**src/rtl/pt_dec.sv**
```systemverilog
// PT2262-style OOK frame decoder: recovers a 24-bit word (12 trits) from the serial pulse stream.
// Optional PT_DEC_REPEAT_CHECK_EN: data/valid update only when a good frame repeats the previous one.
module pt_dec #(
    parameter int unsigned CLK_PER_A = 4800,
    parameter int unsigned CNT_W     = 20
) (
    input  logic        clk,
    input  logic        rst_n,
    input  logic        din,
    output logic [23:0] data,
    output logic        valid,
    output logic        err,
    output logic        busy
);

    localparam int unsigned NBITS = 24;
    localparam int unsigned IDX_W = 5;

    localparam logic [CNT_W-1:0] T_SHORT  = CNT_W'(2 * CLK_PER_A);
    localparam logic [CNT_W-1:0] T_LONG   = CNT_W'(8 * CLK_PER_A);
    localparam logic [CNT_W-1:0] T_OVER   = CNT_W'(16 * CLK_PER_A);
    localparam logic [CNT_W-1:0] T_GAP    = CNT_W'(64 * CLK_PER_A);
    localparam logic [IDX_W-1:0] IDX_LAST = IDX_W'(NBITS);

    typedef enum logic [2:0] {
        HUNT,
        IDLE,
        BIT_HI,
        BIT_LO,
        DONE,
        ERR
    } state_t;

    state_t             state_q;
    logic               sync1_q;
    logic               sync2_q;
    logic               lvl_q;
    logic [CNT_W-1:0]   cnt_q;
    logic [IDX_W-1:0]   idx_q;
    logic [NBITS-1:0]   shift_q;
    logic               hi_long_q;
    logic [NBITS-1:0]   data_q;
    logic               valid_q;
    logic               err_q;
    logic               busy_q;

`ifdef PT_DEC_REPEAT_CHECK_EN
    logic [NBITS-1:0]   cand_q;
    logic               cand_v_q;
`endif

    logic rise_c;
    logic fall_c;
    logic low_c;
    logic last_c;
    logic cls_glitch_c;
    logic cls_short_c;
    logic cls_long_c;
    logic cls_over_c;
    logic pair_ok_c;

    // Edges of the synchronized level; cnt_q is the duration of the level just ended
    assign rise_c = sync2_q & ~lvl_q;
    assign fall_c = ~sync2_q & lvl_q;
    assign low_c  = ~sync2_q & ~lvl_q;
    assign last_c = (idx_q == IDX_LAST);

    assign cls_glitch_c = (cnt_q < T_SHORT);
    assign cls_short_c  = ~cls_glitch_c & (cnt_q < T_LONG);
    assign cls_long_c   = (cnt_q >= T_LONG) & (cnt_q < T_OVER);
    assign cls_over_c   = (cnt_q >= T_OVER);
    assign pair_ok_c    = hi_long_q ? cls_short_c : cls_long_c;

    // Input synchronizer and saturating level-duration counter
    always_ff @(posedge clk or negedge rst_n) begin
        if (!rst_n) begin
            sync1_q <= 1'b0;
            sync2_q <= 1'b0;
            lvl_q   <= 1'b0;
            cnt_q   <= '0;
        end else begin
            sync1_q <= din;
            sync2_q <= sync1_q;
            lvl_q   <= sync2_q;
            if (sync2_q != lvl_q) begin
                cnt_q <= '0;
            end else if (cnt_q != '1) begin
                cnt_q <= cnt_q + CNT_W'(1);
            end
        end
    end

    // Frame FSM with registered strobes and output word
    always_ff @(posedge clk or negedge rst_n) begin
        if (!rst_n) begin
            state_q   <= HUNT;
            idx_q     <= '0;
            shift_q   <= '0;
            hi_long_q <= 1'b0;
            data_q    <= '0;
            valid_q   <= 1'b0;
            err_q     <= 1'b0;
            busy_q    <= 1'b0;
`ifdef PT_DEC_REPEAT_CHECK_EN
            cand_q    <= '0;
            cand_v_q  <= 1'b0;
`endif
        end else begin
            valid_q <= 1'b0;
            err_q   <= 1'b0;
`ifdef PT_DEC_REPEAT_CHECK_EN
            if (err_q) begin
                cand_v_q <= 1'b0;
            end
`endif
            case (state_q)
                HUNT: begin
                    if (low_c && (cnt_q >= T_GAP)) begin
                        state_q <= IDLE;
                    end
                end

                IDLE: begin
                    if (rise_c) begin
                        state_q <= BIT_HI;
                        idx_q   <= '0;
                        busy_q  <= 1'b1;
                    end
                end

                BIT_HI: begin
                    if (fall_c) begin
                        if (cls_glitch_c || cls_over_c || (last_c && !cls_short_c)) begin
                            state_q <= ERR;
                            err_q   <= 1'b1;
                            busy_q  <= 1'b0;
                        end else begin
                            hi_long_q <= cls_long_c;
                            state_q   <= BIT_LO;
                        end
                    end
                end

                BIT_LO: begin
                    if (last_c) begin
                        if (rise_c) begin
                            state_q <= ERR;
                            err_q   <= 1'b1;
                            busy_q  <= 1'b0;
                        end else if (cnt_q == T_GAP) begin
                            state_q <= DONE;
                            busy_q  <= 1'b0;
`ifdef PT_DEC_REPEAT_CHECK_EN
                            if (cand_v_q && (cand_q == shift_q)) begin
                                data_q  <= shift_q;
                                valid_q <= 1'b1;
                            end else begin
                                cand_q   <= shift_q;
                                cand_v_q <= 1'b1;
                            end
`else
                            data_q  <= shift_q;
                            valid_q <= 1'b1;
`endif
                        end
                    end else if (rise_c) begin
                        if (pair_ok_c) begin
                            shift_q <= {shift_q[NBITS-2:0], hi_long_q};
                            idx_q   <= idx_q + IDX_W'(1);
                            state_q <= BIT_HI;
                        end else begin
                            state_q <= ERR;
                            err_q   <= 1'b1;
                            busy_q  <= 1'b0;
                        end
                    end else if ((idx_q == '0) && cls_over_c) begin
                        state_q <= ERR;
                        err_q   <= 1'b1;
                        busy_q  <= 1'b0;
                    end else if (cnt_q >= T_GAP) begin
                        // Truncated frame: the long low already serves as the next sync
                        state_q <= IDLE;
                        err_q   <= 1'b1;
                        busy_q  <= 1'b0;
                    end
                end

                DONE: begin
                    if (rise_c) begin
                        state_q <= BIT_HI;
                        idx_q   <= '0;
                        busy_q  <= 1'b1;
                    end else begin
                        state_q <= IDLE;
                    end
                end

                ERR: begin
                    state_q <= HUNT;
                end

                default: begin
                    state_q <= HUNT;
                    busy_q  <= 1'b0;
                end
            endcase
        end
    end

    assign data  = data_q;
    assign valid = valid_q;
    assign err   = err_q;
    assign busy  = busy_q;

endmodule

```
**config.mk**
```make
export PLATFORM = sky130hd
export DESIGN_NAME = pt_dec
export DESIGN_NICKNAME = d
export VERILOG_FILES = /design/src/rtl/pt_dec.sv
export SDC_FILE = /design/constraint.sdc
export NUM_CORES = 1
export LEC_CHECK = 0
export CAP_MARGIN = 5
export CORE_MARGIN = 2
export CORE_UTILIZATION = 25
export CTS_BUF_LIST = sky130_fd_sc_hd__clkbuf_16
export CTS_CLUSTER_DIAMETER = 150
export DETAILED_ROUTE_END_ITERATION = 8
export MAX_ROUTING_LAYER = met4
export PLACE_DENSITY = 0.46
export SLEW_MARGIN = 5
export SYNTH_ARGS = -nofsm -noshare
export SYNTH_HDL_FRONTEND = slang
export SYNTH_SLANG_ARGS = --single-unit
```
**constraint.sdc**
```tcl
create_clock -name clk -period 2.95 [get_ports clk]
set_clock_uncertainty 0.2 [all_clocks]
set_input_delay 0.59 -clock clk [delete_from_list [all_inputs] [get_ports clk]]
set_output_delay 0.59 -clock clk [all_outputs]
set_load 0.01 [all_outputs]
```
==> flow_metrics.env <==
export IMPL_status="finished, final reports clean"
export IMPL_max_freq_ghz=0.3656
export IMPL_rsz0062_at_grt="no"
export IMPL_crit_path_top_delay_cell="or4_4"
export IMPL_cap_violations=0
export IMPL_hold_slack_ps=187.0
export IMPL_gp_congestion=0.8681
export IMPL_synth_simple_area_share=0.1505
export IMPL_r2r_start="cnt_q[19]"
export IMPL_synth_edf_count=0
export IMPL_cpPeakStageDelay_ps=520
export IMPL_reg2reg_to="shift_q[7]"
export IMPL_synthMuxAreaShare=0.1613
export IMPL_coreArea_um2=15890
export IMPL_p_leak_nw=2.245
export IMPL_synth_flop_cell="dfrtp_1"
export IMPL_regArea_um2=2077
export IMPL_multi_input_area_um2=1854
export IMPL_async_reset_ff_frac=1.000
export IMPL_cts_tree="yes"
export IMPL_htreeDepth=3
export IMPL_firstDrtPassIters=4
export IMPL_syn_area_um2=4058
export IMPL_port_buffers=29
export IMPL_clockPowerShare=0.470
export IMPL_diodes=0
export IMPL_p_sw_frac=0.2184
export IMPL_slew_viol_final=0
export IMPL_grt_max_degree=36
export IMPL_min_from="sync1_q"
export IMPL_fillCellCount=1643
export IMPL_synth_cells=349
export IMPL_place_ws_ps=251.7
export IMPL_cts_resized=0
export IMPL_grt_pass1_wl_mm=14.17
export IMPL_final_util=0.3104
export IMPL_hold_viol_final=0
export IMPL_worst_path_buf_inv=1
export IMPL_rows=46
export IMPL_track_usage=0.1050
export IMPL_synth_top_area_frac=0.5119
export IMPL_ys_warn_count=0
export IMPL_drcViolationCount=0
export IMPL_syn_num_nets=358
export IMPL_final_cells=603
export IMPL_clockBufferDepth=2
export IMPL_postRouteAntennaNets=0
export IMPL_start_util=0.2554
export IMPL_place_detailed_hpwl_mm=5.698
export IMPL_synth_xor_area_frac=0.03454
export IMPL_min_period_ps=2735
export IMPL_synth_top_family_by_area="multiplexers"
export IMPL_synth_most_common_cell="dfrtp_1"
export IMPL_combPwrFrac=0.031
export IMPL_syn_area_per_cell_um2=11.63
export IMPL_synth_top_cell_by_area="dfrtp_1"
export IMPL_synthTopCellsByCount="dfrtp_1, mux2_2, nor2_1"
export IMPL_setup_tns_ps=0
export IMPL_r2r_slack_ps=210
export IMPL_r2r_cells=7
export IMPL_gr_total_overflow=0
export IMPL_syn_to_final_growth_pct=21.52
export IMPL_ys_seq_area_frac=0.5119
export IMPL_worstSetupPathType="reg -> reg"
export IMPL_vias=2749
export IMPL_peakVddDrop_mv=0.2640
export IMPL_cp_required_ps=2970
export IMPL_cp_max_fo=25
export IMPL_crit_family="simple AND/OR/NAND/NOR gates"
export IMPL_fp_dieW_um=131.4
export IMPL_synth_area_leaders="dfrtp_1, mux2_2, mux2_4"
export IMPL_worst_slack_ps=214.7
export IMPL_worstPathArrival_ps=2760
export IMPL_ys_types=50
export IMPL_internal_power_mw=1.813
export IMPL_synth_seq_cells=83
export IMPL_wirelength_mm=8.286
export IMPL_synth_compound_area_frac=0.09004
export IMPL_p_sw_uw=506.5
export IMPL_hold_path_class="reg -> reg"
export IMPL_setup_viol_count_final=0
export IMPL_start_kind="flip-flop"
export IMPL_io_pins=30
export IMPL_hold_end="sync2_q"
export IMPL_grt_pass1_vias=2768
export IMPL_drt_iter0_markers=207
export IMPL_drive_gt1_frac=0.2119
export IMPL_cts_root_buf="clkbuf_16"
export IMPL_wire_per_inst_um=13.74
export IMPL_synthAdderAreaFrac=0.01850
export IMPL_dp_cells=586
export IMPL_design_die_area_um2=17270
export IMPL_viasPerCell=4.559
export IMPL_clk_pin_slew_ps=60
export IMPL_worstSetupEndpointType="flip-flop"
export IMPL_slew_headroom=0.5467
export IMPL_antenna_found_initial=0
export IMPL_finalCritPeriodShare=0.9272
export IMPL_seq_power_share=0.499
export IMPL_cts_buffers_inserted=9
export IMPL_worstMarginPinSlew_ps=679.9
export IMPL_pwr_density_cell_nw_per_um2=470.3
export IMPL_path_cells="or4_4, a2111oi_4, a31o_2, mux2_4, nand3_4, buf_4, mux2_4"
export IMPL_clock_sinks=83
export IMPL_crit_top_cell="mux2_4"
export IMPL_clock_latency_ps=340
export IMPL_final_nets=391
export IMPL_die_height_um=131.4
export IMPL_hold_path_depth=0
[layout by cell type, fill, tap and decap left out, types with 11 or more instances in the layout]
cell / count
dfrtp_1: 83
clkdlybuf4s50_1: 28
a21oi_1: 13
buf_4: 11
nor2_1: 28
xor2_1: 12
mux2_2: 31
nand2_1: 20
mux2_4: 19
nand3_1: 12
[cell type report]
| type | count | share of cell area |
|---|---|---|
| sequential | 83 | 0.4212 |
| multi-input combinational | 238 | 0.3760 |
| timing repair buffer | 42 | 0.08374 |
| tap | 216 | 0.05481 |
| clock buffer | 9 | 0.04567 |
| clock inverter | 7 | 0.01243 |
| inverter | 8 | 0.006090 |
[repair_timing]
action                                 CTS  global route
endpoints found under the hold margin   24             0
hold buffers                             1             0
setup buffers                            0             0
setup endpoints to repair                0             0
[cell families (layout without fill, tap and decap cells)]
logic type,count (synthesis),count (layout)
AND/OR/NAND/NOR,113,113
flip-flops,83,83
multiplexers,52,52
XOR/XNOR,16,16
buffers and inverters,28,66
AO/OA/AOI/OAI,51,51
adder cells (fa/ha/maj),6,6
[flip-flops by register name, indices dropped and copies added, names as in the netlist]
register   flops
data          24
shift_q       24
cnt_q         20
idx_q          5
state_q        3
busy           1
err            1
hi_long_q      1
lvl_q          1
sync1_q        1
sync2_q        1
valid          1
[how the worst max path moves through the flow]
stage	cells past startpoint	to	startpoint	slack, ps
finish	7	shift_q[7]	cnt_q[19]	210
global route	7	shift_q[7]	cnt_q[14]	100
CTS	7	shift_q[7]	cnt_q[19]	220
detailed placement	7	shift_q[9]	cnt_q[19]	250
global placement	6	busy	cnt_q[16]	280
floorplan	8	shift_q[10]	cnt_q[14]	320
[routing by layer]
metal  vias to the layer above  routed length, um  track usage
met2                        51               3747       0.1524
li1                       1317                  -            -
met1                      1368               4098       0.1350
met3                        13                285      0.03819
met5                         -                  0            -
met4                         0                155      0.03684
[power by group through the flow]
stage,Clock (mW),Sequential [mW],Combinational [mW]
floorplan,0,1.17,0.0313
detailed placement,0,1.18,0.0743
global placement,0,1.18,0.0718
CTS,1.14,1.16,0.0756
global route,1.18,1.16,0.0836
finish,1.09,1.16,0.0712
[metrics by stage]
| stage | total power, mW | cell area (um^2) |
|---|---|---|
| CTS | 2.370 | 4931 |
| detailed placement | 1.252 | 4634 |
| finish | 2.319 | 4931 |
| floorplan | 1.206 | 4058 |
| global placement | 1.250 | 4634 |
| global route | 2.417 | 4931 |
(Power assumes the default switching activity.)
